<file path="src/rtl/ddr_pkg.sv">
// Shared types and helpers for the DDR command sequencer: command encodings,
// FSM states, bank lookup results and mode-register helpers.
package ddr_pkg;

  typedef enum logic [2:0] {
    CMD_NOP,
    CMD_ACT,
    CMD_READ,
    CMD_WRITE,
    CMD_PRE,
    CMD_MRS
  } ddr_cmd_e;

  typedef enum logic [3:0] {
    ST_INIT,
    ST_INIT_WAIT,
    ST_IDLE,
    ST_PRE,
    ST_WAIT_RP,
    ST_ACT,
    ST_WAIT_RCD,
    ST_RW,
    ST_BURST
  } ddr_state_e;

  typedef enum logic [1:0] {
    LK_CLOSED,
    LK_HIT,
    LK_MISS
  } bank_lookup_e;

  // The address bus must carry a[10] even when rows are narrower than 11 bits.
  function automatic int addr_width(input int row_w);
    return (row_w > 11) ? row_w : 11;
  endfunction

  localparam int ADDR_W = addr_width(14);

  // {cs_n, ras_n, cas_n, we_n}
  function automatic logic [3:0] cmd_pins(input ddr_cmd_e c);
    case (c)
      CMD_ACT:   return 4'b0011;
      CMD_READ:  return 4'b0101;
      CMD_WRITE: return 4'b0100;
      CMD_PRE:   return 4'b0010;
      CMD_MRS:   return 4'b0000;
      default:   return 4'b0111;
    endcase
  endfunction

  function automatic logic [2:0] bl_code(input int bl);
    case (bl)
      2:       return 3'd1;
      8:       return 3'd3;
      default: return 3'd2;
    endcase
  endfunction

endpackage

</file>
<file path="src/rtl/ddr_bank_tracker.sv">
// Four-entry open-row table: reports hit/miss/closed for a bank/row and
// accepts open, close and clear-all updates.
module ddr_bank_tracker
  import ddr_pkg::*;
#(
  parameter int ROW_WIDTH = 14
) (
  input  logic                 clk,
  input  logic                 rst,
  input  logic [1:0]           lookup_ba_i,
  input  logic [ROW_WIDTH-1:0] lookup_row_i,
  output bank_lookup_e         lookup_o,
  input  logic                 open_i,
  input  logic [1:0]           open_ba_i,
  input  logic [ROW_WIDTH-1:0] open_row_i,
  input  logic                 close_i,
  input  logic [1:0]           close_ba_i,
  input  logic                 clear_i
);

  logic [3:0]           open_flags;
  logic [ROW_WIDTH-1:0] rows [4];

  genvar gi;
  generate
    for (gi = 0; gi < 4; gi++) begin : g_bank
      logic                 open_q;
      logic [ROW_WIDTH-1:0] row_q;

      always_ff @(posedge clk or posedge rst) begin
        if (rst) begin
          open_q <= 1'b0;
          row_q  <= '0;
        end else if (clear_i) begin
          open_q <= 1'b0;
        end else if (open_i && (open_ba_i == 2'(gi))) begin
          open_q <= 1'b1;
          row_q  <= open_row_i;
        end else if (close_i && (close_ba_i == 2'(gi))) begin
          open_q <= 1'b0;
        end
      end

      assign open_flags[gi] = open_q;
      assign rows[gi]       = row_q;
    end
  endgenerate

  always_comb begin
    lookup_o = LK_CLOSED;
    if (open_flags[lookup_ba_i]) begin
      lookup_o = (rows[lookup_ba_i] == lookup_row_i) ? LK_HIT : LK_MISS;
    end
  end

endmodule

</file>
<file path="src/rtl/ddr_cmd_sequencer.sv">
// DDR1 initiator: mode-register init, per-bank open-page tracking and
// single-burst read/write sequencing. Define AUTO_PRECHARGE_EN for closed-page.
module ddr_cmd_sequencer
  import ddr_pkg::*;
#(
  parameter  int ROW_WIDTH  = 14,
  parameter  int COL_WIDTH  = 10,
  parameter  int BL         = 4,
  parameter  int BURST_TYPE = 0,
  parameter  int CL         = 2,
  parameter  int T_MRD      = 2,
  parameter  int T_RP       = 3,
  parameter  int T_RCD      = 3,
  localparam int AW         = addr_width(ROW_WIDTH)
) (
  input  logic                           clk,
  input  logic                           rst,
  input  logic                           req_valid_i,
  output logic                           req_ready_o,
  input  logic                           req_write_i,
  input  logic [2+ROW_WIDTH+COL_WIDTH-1:0] req_addr_i,
  input  logic [15:0]                    wdata_i,
  output logic                           wdata_ack_o,
  output logic [15:0]                    rdata_o,
  output logic                           rdata_valid_o,
  output logic                           cs_n_o,
  output logic                           ras_n_o,
  output logic                           cas_n_o,
  output logic                           we_n_o,
  output logic [1:0]                     ba_o,
  output logic [AW-1:0]                  a_o,
  output logic [15:0]                    dq_out_o,
  input  logic [15:0]                    dq_in_i,
  output logic                           init_done_o
);

`ifdef AUTO_PRECHARGE_EN
  localparam logic AP   = 1'b1;
  localparam int   TAIL = T_RP;
`else
  localparam logic AP   = 1'b0;
  localparam int   TAIL = 0;
`endif

  localparam logic [7:0] MRD_CNT  = 8'(T_MRD - 1);
  localparam logic [7:0] RP_CNT   = 8'((T_RP > 1) ? T_RP - 2 : 0);
  localparam logic [7:0] RCD_CNT  = 8'((T_RCD > 1) ? T_RCD - 2 : 0);
  localparam logic [7:0] BL_C     = 8'(BL);
  localparam logic [7:0] CL_C     = 8'(CL);
  localparam logic [7:0] CL_BL_C  = 8'(CL + BL);
  localparam logic [7:0] WR_DONE  = 8'(BL + TAIL);
  localparam logic [7:0] RD_DONE  = 8'(CL + BL + TAIL);

  ddr_state_e           state_q;
  logic [7:0]           cnt_q;
  logic                 wr_q;
  logic [1:0]           ba_q;
  logic [ROW_WIDTH-1:0] row_q;
  logic [COL_WIDTH-1:0] col_q;
  logic [3:0]           pins_q;
  logic [1:0]           ba_out_q;
  logic [AW-1:0]        a_q;
  logic                 req_ready_q;
  logic                 wack_q;
  logic                 rvalid_q;
  logic                 init_done_q;

  logic [1:0]           req_ba_d;
  logic [ROW_WIDTH-1:0] req_row_d;
  logic [COL_WIDTH-1:0] req_col_d;
  logic [AW-1:0]        mode_d;
  logic [AW-1:0]        row_addr_d;
  logic [AW-1:0]        col_addr_d;
  logic [7:0]           done_off_d;
  logic                 burst_end_d;
  bank_lookup_e         lookup;

  assign req_ba_d    = req_addr_i[ROW_WIDTH+COL_WIDTH +: 2];
  assign req_row_d   = req_addr_i[COL_WIDTH +: ROW_WIDTH];
  assign req_col_d   = req_addr_i[COL_WIDTH-1:0];
  assign done_off_d  = wr_q ? WR_DONE : RD_DONE;
  assign burst_end_d = (state_q == ST_BURST) && (cnt_q == done_off_d);

  always_comb begin
    mode_d      = '0;
    mode_d[2:0] = bl_code(BL);
    mode_d[3]   = 1'(BURST_TYPE);
    mode_d[6:4] = 3'(CL);
    row_addr_d  = '0;
    row_addr_d[ROW_WIDTH-1:0] = row_q;
    col_addr_d  = '0;
    col_addr_d[COL_WIDTH-1:0] = col_q;
    col_addr_d[10] = AP;
  end

  ddr_bank_tracker #(.ROW_WIDTH(ROW_WIDTH)) u_tracker (
    .clk          (clk),
    .rst          (rst),
    .lookup_ba_i  (req_ba_d),
    .lookup_row_i (req_row_d),
    .lookup_o     (lookup),
    .open_i       (state_q == ST_ACT),
    .open_ba_i    (ba_q),
    .open_row_i   (row_q),
    .close_i      (AP && burst_end_d),
    .close_ba_i   (ba_q),
    .clear_i      (state_q == ST_INIT)
  );

  // Wait states count down to zero; BURST counts up the offset from the RW cycle.
  always_ff @(posedge clk or posedge rst) begin
    if (rst) begin
      state_q     <= ST_INIT;
      cnt_q       <= '0;
      wr_q        <= 1'b0;
      ba_q        <= '0;
      row_q       <= '0;
      col_q       <= '0;
      pins_q      <= cmd_pins(CMD_NOP);
      ba_out_q    <= '0;
      a_q         <= '0;
      req_ready_q <= 1'b0;
      wack_q      <= 1'b0;
      rvalid_q    <= 1'b0;
      init_done_q <= 1'b0;
    end else begin
      pins_q <= cmd_pins(CMD_NOP);
      case (state_q)
        ST_INIT: begin
          pins_q   <= cmd_pins(CMD_MRS);
          ba_out_q <= '0;
          a_q      <= mode_d;
          cnt_q    <= MRD_CNT;
          state_q  <= ST_INIT_WAIT;
        end
        ST_INIT_WAIT: begin
          if (cnt_q == '0) begin
            init_done_q <= 1'b1;
            req_ready_q <= 1'b1;
            state_q     <= ST_IDLE;
          end else begin
            cnt_q <= cnt_q - 8'd1;
          end
        end
        ST_IDLE: begin
          if (req_valid_i && req_ready_q) begin
            req_ready_q <= 1'b0;
            wr_q        <= req_write_i;
            ba_q        <= req_ba_d;
            row_q       <= req_row_d;
            col_q       <= req_col_d;
            case (lookup)
              LK_HIT:  state_q <= ST_RW;
              LK_MISS: state_q <= ST_PRE;
              default: state_q <= ST_ACT;
            endcase
          end
        end
        ST_PRE: begin
          pins_q   <= cmd_pins(CMD_PRE);
          ba_out_q <= ba_q;
          a_q      <= '0;
          cnt_q    <= RP_CNT;
          state_q  <= (T_RP > 1) ? ST_WAIT_RP : ST_ACT;
        end
        ST_WAIT_RP: begin
          if (cnt_q == '0) state_q <= ST_ACT;
          else             cnt_q   <= cnt_q - 8'd1;
        end
        ST_ACT: begin
          pins_q   <= cmd_pins(CMD_ACT);
          ba_out_q <= ba_q;
          a_q      <= row_addr_d;
          cnt_q    <= RCD_CNT;
          state_q  <= (T_RCD > 1) ? ST_WAIT_RCD : ST_RW;
        end
        ST_WAIT_RCD: begin
          if (cnt_q == '0) state_q <= ST_RW;
          else             cnt_q   <= cnt_q - 8'd1;
        end
        ST_RW: begin
          pins_q   <= wr_q ? cmd_pins(CMD_WRITE) : cmd_pins(CMD_READ);
          ba_out_q <= ba_q;
          a_q      <= col_addr_d;
          wack_q   <= wr_q;
          cnt_q    <= 8'd1;
          state_q  <= ST_BURST;
        end
        ST_BURST: begin
          wack_q   <= wr_q && (cnt_q < BL_C);
          rvalid_q <= !wr_q && (cnt_q >= CL_C) && (cnt_q < CL_BL_C);
          cnt_q    <= cnt_q + 8'd1;
          if (burst_end_d) begin
            req_ready_q <= 1'b1;
            state_q     <= ST_IDLE;
          end
        end
        default: state_q <= ST_INIT;
      endcase
    end
  end

  assign {cs_n_o, ras_n_o, cas_n_o, we_n_o} = pins_q;
  assign ba_o          = ba_out_q;
  assign a_o           = a_q;
  assign req_ready_o   = req_ready_q;
  assign init_done_o   = init_done_q;
  assign wdata_ack_o   = wack_q;
  assign rdata_valid_o = rvalid_q;
  // Beats pass straight between host and array during their marked cycles.
  assign dq_out_o      = wack_q ? wdata_i : 16'h0000;
  assign rdata_o       = rvalid_q ? dq_in_i : 16'h0000;

endmodule
</file>
<file path="config.mk">
export PLATFORM = sky130hd
export DESIGN_NAME = ddr_cmd_sequencer
export DESIGN_NICKNAME = d
export VERILOG_FILES = /design/src/rtl/ddr_pkg.sv /design/src/rtl/ddr_bank_tracker.sv /design/src/rtl/ddr_cmd_sequencer.sv
export SDC_FILE = /design/constraint.sdc
export NUM_CORES = 1
export LEC_CHECK = 0
export ABC_AREA = 1
export CORE_ASPECT_RATIO = 1.25
export CORE_MARGIN = 2
export CORE_UTILIZATION = 50
export DETAILED_ROUTE_END_ITERATION = 6
export GPL_ROUTABILITY_DRIVEN = 0
export PLACE_DENSITY = 0.78
export RECOVER_POWER = 50
export SYNTH_ARGS = -nofsm -noshare
export SYNTH_HDL_FRONTEND = slang
export SYNTH_SLANG_ARGS = --single-unit
</file>
<file path="constraint.sdc">
create_clock -name clk -period 11 [get_ports clk]
set_input_delay 2.75 -clock clk [delete_from_list [all_inputs] [get_ports clk]]
set_output_delay 2.75 -clock clk [all_outputs]
set_load 0.01 [all_outputs]
</file>
* Word level (Yosys, flattened, before mapping)
Index checks and enable logic that the tools add are counted.
** Cells by class
- Add/subtract/negate cells :: 2
- Multiply operators :: 0
- Divide/modulo/power cells :: 0
- $lt $le $gt $ge :: 5
- Equality and inequality tests :: 21
- Shifts and indexed selects :: 0
- Multiplexer cells :: 36
- Bitwise operators :: 2
- Reductions and logical operators :: 34
** Operators by type and width (number)
- one-hot mux 14 bit (4 select lines) :: 1
- one-hot mux 4 bit (9 select lines) :: 1
- 2-to-1 mux 16 bit :: 2
- binary-select mux 14 bit (select 2 bit) :: 1
- 2-to-1 mux 14 bit :: 2
- one-hot mux 8 bit (3 select lines) :: 1
- 2-to-1 mux 4 bit :: 5
- equality test 4 x 3 -> 1 bit (second input constant) :: 4
- < comparator 8 x 3 -> 1 bit (second input constant) :: 2
- equality test 14 bit :: 1
- AND reduction 2 bit :: 7
- 2-to-1 mux 1 bit :: 13
- inequality test 2 bit (second input constant) :: 6
- one-hot mux 3 bit (4 select lines) :: 1
- nonzero test 2 bit :: 6
- logical AND 1 bit :: 9
- adder 8 x 1 -> 8 bit (second input constant) :: 1
- equality test 4 x 2 -> 1 bit (second input constant) :: 2
- equality test 8 x 3 -> 1 bit :: 1
- greater-or-equal comparator 8 x 2 -> 1 bit (second input constant) :: 1
- logical NOT 8 bit :: 1
- 2-to-1 mux 8 bit :: 1
- subtractor 8 x 1 -> 8 bit (second input constant) :: 1
- equality test 2 bit (second input constant) :: 3
- other kinds (22) :: 27
** Word-level totals
- Register bits after elaboration :: 123
- Bits in latches :: 0
- Memory bits (writable) :: 0
- ROM bits :: 0
- Input port bits :: 62
- Output and inout port bits :: 56
- Logic and storage cells :: 121
- Memories kept :: 0

* Depth between registers and ports, before layout
Gate-level depths: netlist (run 1).
- Depth in word-level cells :: 11
- Gate-level depth with buffers :: 16
- Gate-level depth less buffers :: 15

* Modules after synthesis
A second synthesis (run 1) with hierarchy kept.
** Second synthesis, totals
- Cell total of the unflattened synthesis :: 855
- Area, all modules :: 6333.6 um^2
** By module, submodules not included
- ddr_cmd_sequencer :: times used 1, cells each 450, area each 3345.7 um^2, seq. area each 1555.2 um^2
- ddr_bank_tracker :: times used 1, cells each 405, area each 2987.9 um^2, seq. area each 1501.4 um^2

* Worst setup path before layout (run 1)
No wires, ideal clock.
- Path kind :: input-to-output
- From :: input wdata_i[10]
- To :: output dq_out_o[10]
- Arrival time :: 2.881 ns
- Required time :: 8.250 ns
- Setup slack :: 5.369 ns
- Stages on the path :: 2
- Path buffers :: 0
- Cells stage by stage :: nand2_1 inv_1
** Between the ends
- Cells in the longest elaborated chain, start to end :: 1
** RTL lines
- from (decl) :: line ddr_cmd_sequencer.sv:22 : input logic [15:0] wdata_i,
- 2-to-1 mux 16 bit :: line ddr_cmd_sequencer.sv:211 : assign dq_out_o = wack_q ? wdata_i : 16'h0000;
- to (decl) :: line ddr_cmd_sequencer.sv:32 : output logic [15:0] dq_out_o,
No other way between the ends.

* Final worst setup path (run 1)
- From :: input dq_in_i[0]
- To :: output rdata_o[0]
** Between the ends
- Cells in the longest elaborated chain, start to end :: 1
** RTL lines
- from (decl) :: line ddr_cmd_sequencer.sv:33 : input logic [15:0] dq_in_i,
- 2-to-1 mux 16 bit :: line ddr_cmd_sequencer.sv:212 : assign rdata_o = rvalid_q ? dq_in_i : 16'h0000;
- to (decl) :: line ddr_cmd_sequencer.sv:24 : output logic [15:0] rdata_o,
No other way between the ends.

==> summary.txt, run 1 <==
Run status
  • Status: finished with violations
  • Failing checks: max-capacitance violations, max-slew violations

Pwr
  • Final Power: 2.20 mW
  • Pwr dens: 282 mW/mm2
  • Worst VDD drop: 0.178 mV
  • Lkg Pwr: 3.86 nW

Logic synthesis
  • Netlist cell types: 42
  • Post-synth EDFFs: 0
  • Post-synthesis sequential area ratio: 50.7%
  • Syn_area_per_cell: 7.90 um2
  • Synth Flop Type: dfrtp_1
  • Leading area contributor after synthesis: dfrtp_1
  • Syn nets: 832
  • Mapped cell area: 0.00603 mm2
  • Synth top area share: 49.4%
  • Gate Count Post-Synth: 763
  • Synth area leaders: dfrtp_1 49%, nand2_1 18%, o21ai_0 6.3%
  • Synthesized flop and latch total: 122
  • Async set-reset flop share out of synthesis: 100%
  • Yosys warnings: 0

Critical path
  • CP cell instances: clkdlybuf4s50_1 > nand2_1 > inv_1 > clkdlybuf4s50_1
  • Data arrival, critical path: 3.90 ns
  • Crit path kind: in2out
  • Buf+Inv Stages, Crit Path: 3
  • Crit-path most repeated cell: clkdlybuf4s50_1
  • CP max stage delay: 0.54 ns
  • Startpoint Class: input pin
  • Top delay family on crit path: buffers and inverters
  • Critical path required time: 8.25 ns
  • Critical path's slowest cell: clkdlybuf4s50_1
  • Critical path peak fanout: 1
  • Element type at the critical path end: output pin

Placement
  • Placed instance area: 0.00725 mm2
  • DP Cell Count: 1,009
  • Worst slack at placement: 4.34 ns
  • Buffers on Ports: 116
  • Detail Placement HPWL: 10,600 um

Floorplanning
  • Die Span Y: 127 um
  • Starting Density: 51.6%
  • Die area: 0.0130 mm2
  • Die X: 102 um
  • Core ar.: 0.0117 mm2
  • Std-Cell Rows: 44
  • Io pins: 118

Timing
  • Worst-Margin Slew: 2.42 ns
  • # setup viols final: 0
  • Final TNS setup: 0 ns
  • Max-slew violation count: 58
  • Hold WS: 0.472 ns
  • Slew HR: -62.5%
  • Period utilization: 60.4%
  • RSZ-0062 raised after global routing: false
  • Final-report hold violation count: 0
  • Min Tclk post-route: 6.65 ns
  • Final worst slack: 4.35 ns
  • Fmax: 150 MHz
  • Setup Skew: 0.00677 ns

Final layout
  • Share of cells above drive strength 1: 5.45%
  • Layout Utilization: 67.0%
  • # nets final: 936
  • Synthesis-to-finish area growth: 29.7%
  • Final Cell Area: 0.00782 mm2
  • Finished Layout Cells: 1,041
  • ANT cells: 0

Job
  • Maxcap violations: 1

Route
  • Routed WL: 16,500 um
  • Initial detailed-routing violation count: 414
  • DRC errors left: 0
  • Antenna Nets Post-Route: 0
  • DR vias/cell: 5.33
  • DR WL/cell: 15.9 um
  • First-pass detailed-route iteration total: 6
  • Total number of vias: 5,547

Global routing
  • Largest net degree at the start of global routing: 67
  • First-pass GRT wire length: 26,600 um
  • Vias in the first global route: 5,572
  • Gr usage total: 26.4%
  • Antenna violations before repair: 0
  • GRT overflow: 0

CTS
  • CTS clk-pin slew, worst paths: 0.05 ns
  • # hold bufs at CTS: 0
  • Max Buffers Root-to-Sink: 2
  • Clock Tree Root: clkbuf_16
  • Total CTS buffers: 17
  • PostCTS Resize Cnt: 0
  • TritonCTS clock tree: built
  • Clk_lat worst skew: 0.42 ns
  • Setup Buffers After CTS: 0
  • H-tree levels: 4
  • Num Clock Sinks: 122

Min path
  • Min-Delay Path Class: reg2reg
-- area by class of cell --
| cell class | instances | area [um2] |
|---|---|---|
| Sequential cell | 122 | 3060 |
| Fill cell | 949 | 3850 |
| Timing Repair Buffer | 118 | 1180 |
| Tap cell | 161 | 201 |
| Clock buffer | 21 | 470 |
| Clock inverter | 11 | 168 |
| Multi-Input combinational cell | 518 | 2400 |
| Inverter | 90 | 340 |
-- cell usage after synthesis, types with 4 or more instances --
library cell / number
nor2_1: 16
buf_2: 19
a21oi_1: 9
ha_1: 6
inv_2: 6
nand3_1: 41
inv_1: 82
o21ai_0: 76
nand3b_1: 11
o22ai_1: 7
xor2_1: 5
nand2_1: 286
clkbuf_1: 11
dfrtp_1: 119
nand4_1: 4
o21ai_1: 18
o211ai_1: 9
-- flip-flops by register name, summed over array words and instances, names as in the netlist --
name and flops:
row_addr_d 14, col_q 10, wr_q 1, ba_o 2
u_tracker.g_bank.row_q 56, u_tracker.g_bank.open_q 4, pins_q 3, init_done_o 1
a_o 14, rdata_valid_o 1, req_ready_o 1, wdata_ack_o 1
ba_q 2, state_q 4, cnt_q 8
-- per-layer routing --
layer	vias to the layer above	global-route usage (%)	share of wire, %
met1	2653	32.8	40
li1	2631	-	-
met4	0	8.86	2.5
met3	40	5.73	6.9
met2	223	45.2	51
met5	-	0	0
-- cells in the final DEF (no fill, tap or decap), drive strengths merged --
| cell | Yosys | layout |
|---|---|---|
| nand2 | 290 | 290 |
| dfrtp | 119 | 119 |
| clkdlybuf4s50 | 0 | 114 |
| o21ai | 95 | 95 |
| inv | 89 | 87 |
| nand3 | 42 | 42 |
| nor2 | 21 | 21 |
| clkbuf | 11 | 21 |
| nand3b | 11 | 11 |
| a21oi | 9 | 9 |
| o211ai | 9 | 9 |
| o22ai | 7 | 7 |
| clkinvlp | 0 | 7 |
| ha | 6 | 6 |
| xor2 | 5 | 5 |
| nor3 | 4 | 4 |
| nand4 | 4 | 4 |
| bufinv | 0 | 4 |
| dfstp | 3 | 3 |
| clkinv | 1 | 3 |
| xnor2 | 2 | 2 |
| a21o | 2 | 2 |
| dlygate4sd3 | 0 | 2 |
| buf | 22 | 2 |
| o31ai | 2 | 2 |
| or2 | 1 | 1 |
| a22o | 1 | 1 |
| a31oi | 1 | 1 |
| o21a | 1 | 1 |
| o221ai | 1 | 1 |
| a22oi | 1 | 1 |
| a211oi | 1 | 1 |
| fa | 1 | 1 |
| conb | 1 | 1 |
-- cell families (layout without fill, tap and decap cells) --
logic type | after synthesis | in the layout | synth area share (%)
AND/OR/NAND/NOR | 373 | 373 | 26.3
AO/OA/AOI/OAI | 130 | 130 | 12.0
buffers and inverters | 123 | 240 | 8.33
flip-flops | 122 | 122 | 50.7
adder cells (fa/ha/maj) | 7 | 7 | 1.58
XOR/XNOR | 7 | 7 | 1.02
other | 1 | 1 | 0.0622
-- report_power, final --
| part | internal, mW | leakage, nW | switching (mW) |
|---|---|---|---|
| Combinational | 0.334 | 2.02 | 0.503 |
| Sequential | 0.644 | 1.54 | 0.123 |
| Clock | 0.396 | 0.297 | 0.201 |
-- worst paths after layout --
path / start / end / slack, ns / cells past startpoint
worst max-delay path: dq_in_i[0] / rdata_o[0] / 4.35 / 4
worst min-delay path: col_q[8] / col_q[8] / 0.47 / 2
worst max register to register: state_q[0] / cnt_q[5] / 7.10 / 9
worst min register to register: col_q[8] / col_q[8] / 0.47 / 2
max in group asynchronous: rst / u_tracker.g_bank[2].row_q[9] / 5.84 / 3
min in group asynchronous: rst / col_q[2] / 3.45 / 2
-- worst reg2reg max path: stages (launching register included) --
cell and delay, ns:
dfrtp_1 0.47, inv_1 0.11, nor3_1 0.52, nor2_1 0.25, o21ai_0 0.40, clkinvlp_2 0.93
nand3_1 0.56, nand2_1 0.29, nor2_1 0.17, a22o_1 0.14
(Power assumes the default switching activity.)
==> run 2: changes to the inputs <==
==> constraint.sdc (replaced) <==
create_clock -name clk -period 6.4 [get_ports clk]
set_input_delay 1.6 -clock clk [delete_from_list [all_inputs] [get_ports clk]]
set_output_delay 1.6 -clock clk [all_outputs]
set_load 0.01 [all_outputs]
==> run 2 against run 1 <==
Effect of this change:
- the run still ends with max-capacitance violations, max-slew violations left
- critical endpoint is now u_tracker.g_bank[2].row_q[4]
- cell count did not move
- critical path depth is 1 lower
- non-clock buffer count stayed put
- flip-flop and latch count did not move
- power is 75% higher
==> summary.txt, run 2 (synthesis results as in run 1) <==
Run status
  • Status: finished with violations
  • Failing checks: max-capacitance violations, max-slew violations

Placement
  • Buffers on Ports: 116
  • Detail Placement HPWL: 10,600 um

Floorplanning
  • Starting Density: 51.6%
  • Core ar.: 0.0117 mm2
  • Std-Cell Rows: 44
  • Io pins: 118
  • Die Span Y: 127 um
  • Die area: 0.0130 mm2
  • Die X: 102 um

Pwr
  • Reg power frac: 34.3%
  • Lkg Pwr: 3.88 nW
  • Worst VDD drop: 0.291 mV
  • Final Power: 3.86 mW
  • Clk pwr share: 28.0%
  • Pwr dens: 491 mW/mm2
  • Sw frac: 37.2%
  • Comb pwr share: 37.7%
  • P_sw: 1.44 mW
  • Int Power: 2.42 mW

CTS
  • H-tree levels: 4
  • # hold bufs at CTS: 0
  • Num Clock Sinks: 122
  • TritonCTS clock tree: built
  • Clk_lat worst skew: 0.42 ns
  • Setup Buffers After CTS: 0
  • PostCTS Resize Cnt: 0
  • Total CTS buffers: 17
  • Clock Tree Root: clkbuf_16
  • CTS clk-pin slew, worst paths: 0.05 ns
  • Max Buffers Root-to-Sink: 2

Timing
  • # setup viols final: 0
  • Final-report hold violation count: 0
  • Min Tclk post-route: 4.45 ns
  • Max-slew violation count: 86
  • Final TNS setup: 0 ns
  • Period utilization: 69.5%
  • RSZ-0062 raised after global routing: false
  • Setup Skew: 0.00646 ns
  • Slew HR: -150%
  • Fmax: 225 MHz
  • Worst-Margin Slew: 3.73 ns

Global routing
  • GRT overflow: 0
  • Vias in the first global route: 5,729
  • Gr usage total: 27.2%
  • Largest net degree at the start of global routing: 86
  • First-pass GRT wire length: 27,500 um
  • Antenna violations before repair: 0

Final layout
  • Commonest non-fill, non-tap cell in the layout: nand2_1
  • Fill cell count: 935
  • Share of cells above drive strength 1: 5.57%
  • # nets final: 936
  • Most frequent cells in the layout: 288 x nand2_1, 119 x dfrtp_1, 115 x clkdlybuf4s50_1
  • ANT cells: 0
  • Layout Utilization: 67.3%
  • Synthesis-to-finish area growth: 30.3%
  • Biggest register: u_tracker.g_bank.row_q
  • Max reg flops: 56

Route
  • Antenna Nets Post-Route: 0
  • DRC errors left: 0
  • DR vias/cell: 5.31
  • First-pass detailed-route iteration total: 5
  • Initial detailed-routing violation count: 360
  • Total number of vias: 5,525
  • DR WL/cell: 16.0 um
  • Routed WL: 16,700 um

Critical path
  • Critical path peak fanout: 85
  • Crit path kind: in2async
  • Startpoint Class: input pin
  • Element type at the critical path end: asynchronous set/reset pin
  • Critical path required time: 6.93 ns
  • Data arrival, critical path: 4.98 ns

Job
  • Maxcap violations: 1

Min path
  • Min-Delay Path Class: reg2reg
run 2: changes by cell type in the layout (fill, tap and decap cells not counted), sizes merged:
cell | before | now
clkbuf | 21 | 19
clkinvlp | 7 | 5
clkinv | 3 | 5
bufinv | 4 | 6
clkdlybuf4s50 | 114 | 115
dlygate4sd3 | 2 | 1
run 2: path summary, 6_finish.rpt:
path | from | endpoint | slack, ns | cells past startpoint
max in group clk | dq_in_i[6] | rdata_o[6] | 2.05 | 4
min in group asynchronous | rst | col_q[6] | 2.74 | 2
hold / removal | col_q[8] | col_q[8] | 0.47 | 2
setup reg to reg | state_q[0] | cnt_q[5] | 2.36 | 9
hold reg to reg | col_q[8] | col_q[8] | 0.47 | 2
setup / recovery | rst | u_tracker.g_bank[2].row_q[4] | 1.95 | 3
run 2: area by class of cell:
| class | instances | area [um2] | share of cell area (%) |
|---|---|---|---|
| clock buffers | 19 | 443 | 5.64 |
| flip-flops and latches | 122 | 3060 | 38.9 |
| repair buffers | 118 | 1180 | 15.0 |
| well taps | 161 | 201 | 2.57 |
| multi-input cells | 518 | 2410 | 30.7 |
| inverters | 90 | 340 | 4.33 |
| clock inverters | 13 | 223 | 2.84 |
run 2: per-layer routing:
metal / vias to the layer above / track usage [%] / part of all wire [%]
met3: 37 / 6.45 / 6.4
met5: - / 0 / 0
met4: 0 / 10.3 / 2.5
li1: 2622 / - / -
met2: 229 / 45.4 / 51
met1: 2637 / 33.9 / 40
run 2: through the flow:
step | hold slack [ns] | instance area (um2) | setup slack, ns | instances
3_3_place_gp | 0.455 | 7250 | 2.05 | 1009
2_1_floorplan | 0.442 | 6030 | 1.56 | 763
4_1_cts | 0.475 | 7910 | 2.03 | 1041
6_report | 0.469 | 7850 | 1.95 | 1041
5_1_grt | 0.496 | 7850 | 1.34 | 1041
3_5_place_dp | 0.459 | 7250 | 2.04 | 1009
run 2: critical path, cell delays in order:
cell and delay (ns):
dlygate4sd3_1 0.54, clkinvlp_2 2.10, buf_4 0.70
run 2: power by group through the flow:
stage | combinational [mW] | clock [mW] | sequential (mW)
floorplan | 0.993 | 0 | 1.27
detailed placement | 1.47 | 0 | 1.33
finish | 1.45 | 1.08 | 1.32
global placement | 1.42 | 0 | 1.31
global route | 1.62 | 1.13 | 1.36
CTS | 1.51 | 1.09 | 1.32
==> run 3: changes to the inputs <==
==> constraint.sdc (replaced) <==
create_clock -name clk -period 4.3 [get_ports clk]
set_input_delay 1.075 -clock clk [delete_from_list [all_inputs] [get_ports clk]]
set_output_delay 1.075 -clock clk [all_outputs]
set_load 0.01 [all_outputs]
==> run 3 against run 2 <==
Effect of this change:
- the run still ends with max-capacitance violations, max-slew violations left
- critical path depth rose by 1
- flip-flop and latch count stayed put
- power up 45%
- clock power up 36%
- die area unchanged
- first-iteration DRC count fell by 1.4%
- register-to-register slack worse by 1.1 ns
- critical endpoint is now rdata_o[12]
- critical path type is now in2out
- global-route usage down 1.7 points
- sequential share of layout area up 0.17 points
- combinational power grew 48%
==> summary.txt, run 3 (synthesis results as in run 1) <==
Run status
  • Status: finished with violations
  • Failing checks: max-capacitance violations, max-slew violations

Pwr
  • Pwr dens: 714 mW/mm2
  • Worst VDD drop: 0.480 mV
  • Final Power: 5.58 mW
  • Lkg Pwr: 3.88 nW

Timing
  • Max-slew violation count: 123
  • Hold WS: 0.469 ns
  • RSZ-0062 raised after global routing: false
  • Final TNS setup: 0 ns
  • Period utilization: 77.3%
  • # setup viols final: 0
  • Min Tclk post-route: 3.32 ns
  • Worst-Margin Slew: 1.67 ns
  • Final-report hold violation count: 0
  • Fmax: 301 MHz
  • Setup Skew: 0.00585 ns
  • Slew HR: -11.6%

CTS
  • H-tree levels: 4
  • Clk_lat worst skew: 0.42 ns
  • Max Buffers Root-to-Sink: 2
  • TritonCTS clock tree: built
  • Num Clock Sinks: 122
  • CTS clk-pin slew, worst paths: 0.05 ns
  • Clock Tree Root: clkbuf_16
  • # hold bufs at CTS: 0
  • Total CTS buffers: 17
  • Setup Buffers After CTS: 0
  • PostCTS Resize Cnt: 0

Final layout
  • Most frequent cells in the layout: 288 x nand2_1, 119 x dfrtp_1, 115 x clkdlybuf4s50_1
  • ANT cells: 0
  • Fill cell count: 968
  • # nets final: 938
  • Commonest non-fill, non-tap cell in the layout: nand2_1
  • Biggest register: u_tracker.g_bank.row_q
  • Synthesis-to-finish area growth: 29.7%
  • Share of cells above drive strength 1: 5.56%
  • Final Cell Area: 0.00782 mm2
  • Layout Utilization: 67.0%
  • Max reg flops: 56

Critical path
  • Critical path required time: 3.22 ns
  • Crit path kind: in2out
  • Element type at the critical path end: output pin
  • Top delay family on crit path: buffers and inverters
  • Critical path peak fanout: 1
  • Crit-path most repeated cell: clkdlybuf4s50_1
  • CP max stage delay: 0.55 ns
  • Buf+Inv Stages, Crit Path: 3
  • Startpoint Class: input pin
  • Critical path's slowest cell: clkdlybuf4s50_1
  • Data arrival, critical path: 2.25 ns
  • CP cell instances: clkdlybuf4s50_1 > nand2_1 > inv_1 > clkdlybuf4s50_1

Route
  • DR vias/cell: 5.21
  • Total number of vias: 5,432
  • Antenna Nets Post-Route: 0
  • Routed WL: 15,900 um
  • DR WL/cell: 15.3 um
  • DRC errors left: 0
  • Initial detailed-routing violation count: 355
  • First-pass detailed-route iteration total: 5

Placement
  • Detail Placement HPWL: 10,400 um
  • Buffers on Ports: 116
  • Placed instance area: 0.00728 mm2

Global routing
  • Antenna violations before repair: 0
  • Largest net degree at the start of global routing: 123
  • Gr usage total: 25.5%
  • GRT overflow: 0
  • Vias in the first global route: 5,398
  • First-pass GRT wire length: 25,800 um

Floorplanning
  • Starting Density: 51.6%
  • Die area: 0.0130 mm2
  • Core ar.: 0.0117 mm2
  • Std-Cell Rows: 44
  • Io pins: 118
  • Die X: 102 um
  • Die Span Y: 127 um

Min path
  • Min-Delay Path Class: reg2reg

Job
  • Maxcap violations: 1
-- run 3: worst min-delay path, delay by kind of cell, from the launching register on --
kind	cells	cell delay (ns)
simple gates	2	0.09
flops	1	0.34
-- run 3: final timing paths --
path | cells past startpoint | endpoint | start | slack, ns
max reg2reg | 9 | cnt_q[5] | state_q[0] | 1.23
min reg2reg | 2 | col_q[7] | col_q[7] | 0.47
min in group asynchronous | 3 | col_q[3] | rst | 1.71
max | 4 | rdata_o[12] | dq_in_i[12] | 0.98
min | 2 | col_q[7] | col_q[7] | 0.47
max in group asynchronous | 3 | u_tracker.g_bank[2].row_q[13] | rst | 1.50
-- run 3: layout make-up --
class	count	area [um2]	area share (%)
clock inverter	8	115	1.47
timing repair buffer	120	1190	15.2
inverter	90	347	4.43
tap	161	201	2.58
sequential	122	3060	39.1
clock buffer	24	502	6.42
multi-input combinational	518	2400	30.8
-- run 3: metrics by stage --
step / cells / setup WS, ns
2_1_floorplan: 763 / 1.73
3_3_place_gp: 1011 / 1.00
3_5_place_dp: 1011 / 1.01
4_1_cts: 1043 / 1.00
5_1_grt: 1043 / 0.956
6_report: 1043 / 0.976
-- run 3: power by group --
group          total (mW)  internal (mW)  switching (mW)
Combinational        2.15          0.869            1.28
Clock                1.47          0.982           0.489
Sequential           1.96           1.65           0.309
-- run 3: layer usage --
metal	up-vias	GRT usage, %	wire length [um]
met5	-	0	0
met3	30	6.17	916
met4	0	10.3	327
met1	2612	32.1	6490
met2	157	42.0	8180
li1	2633	-	-
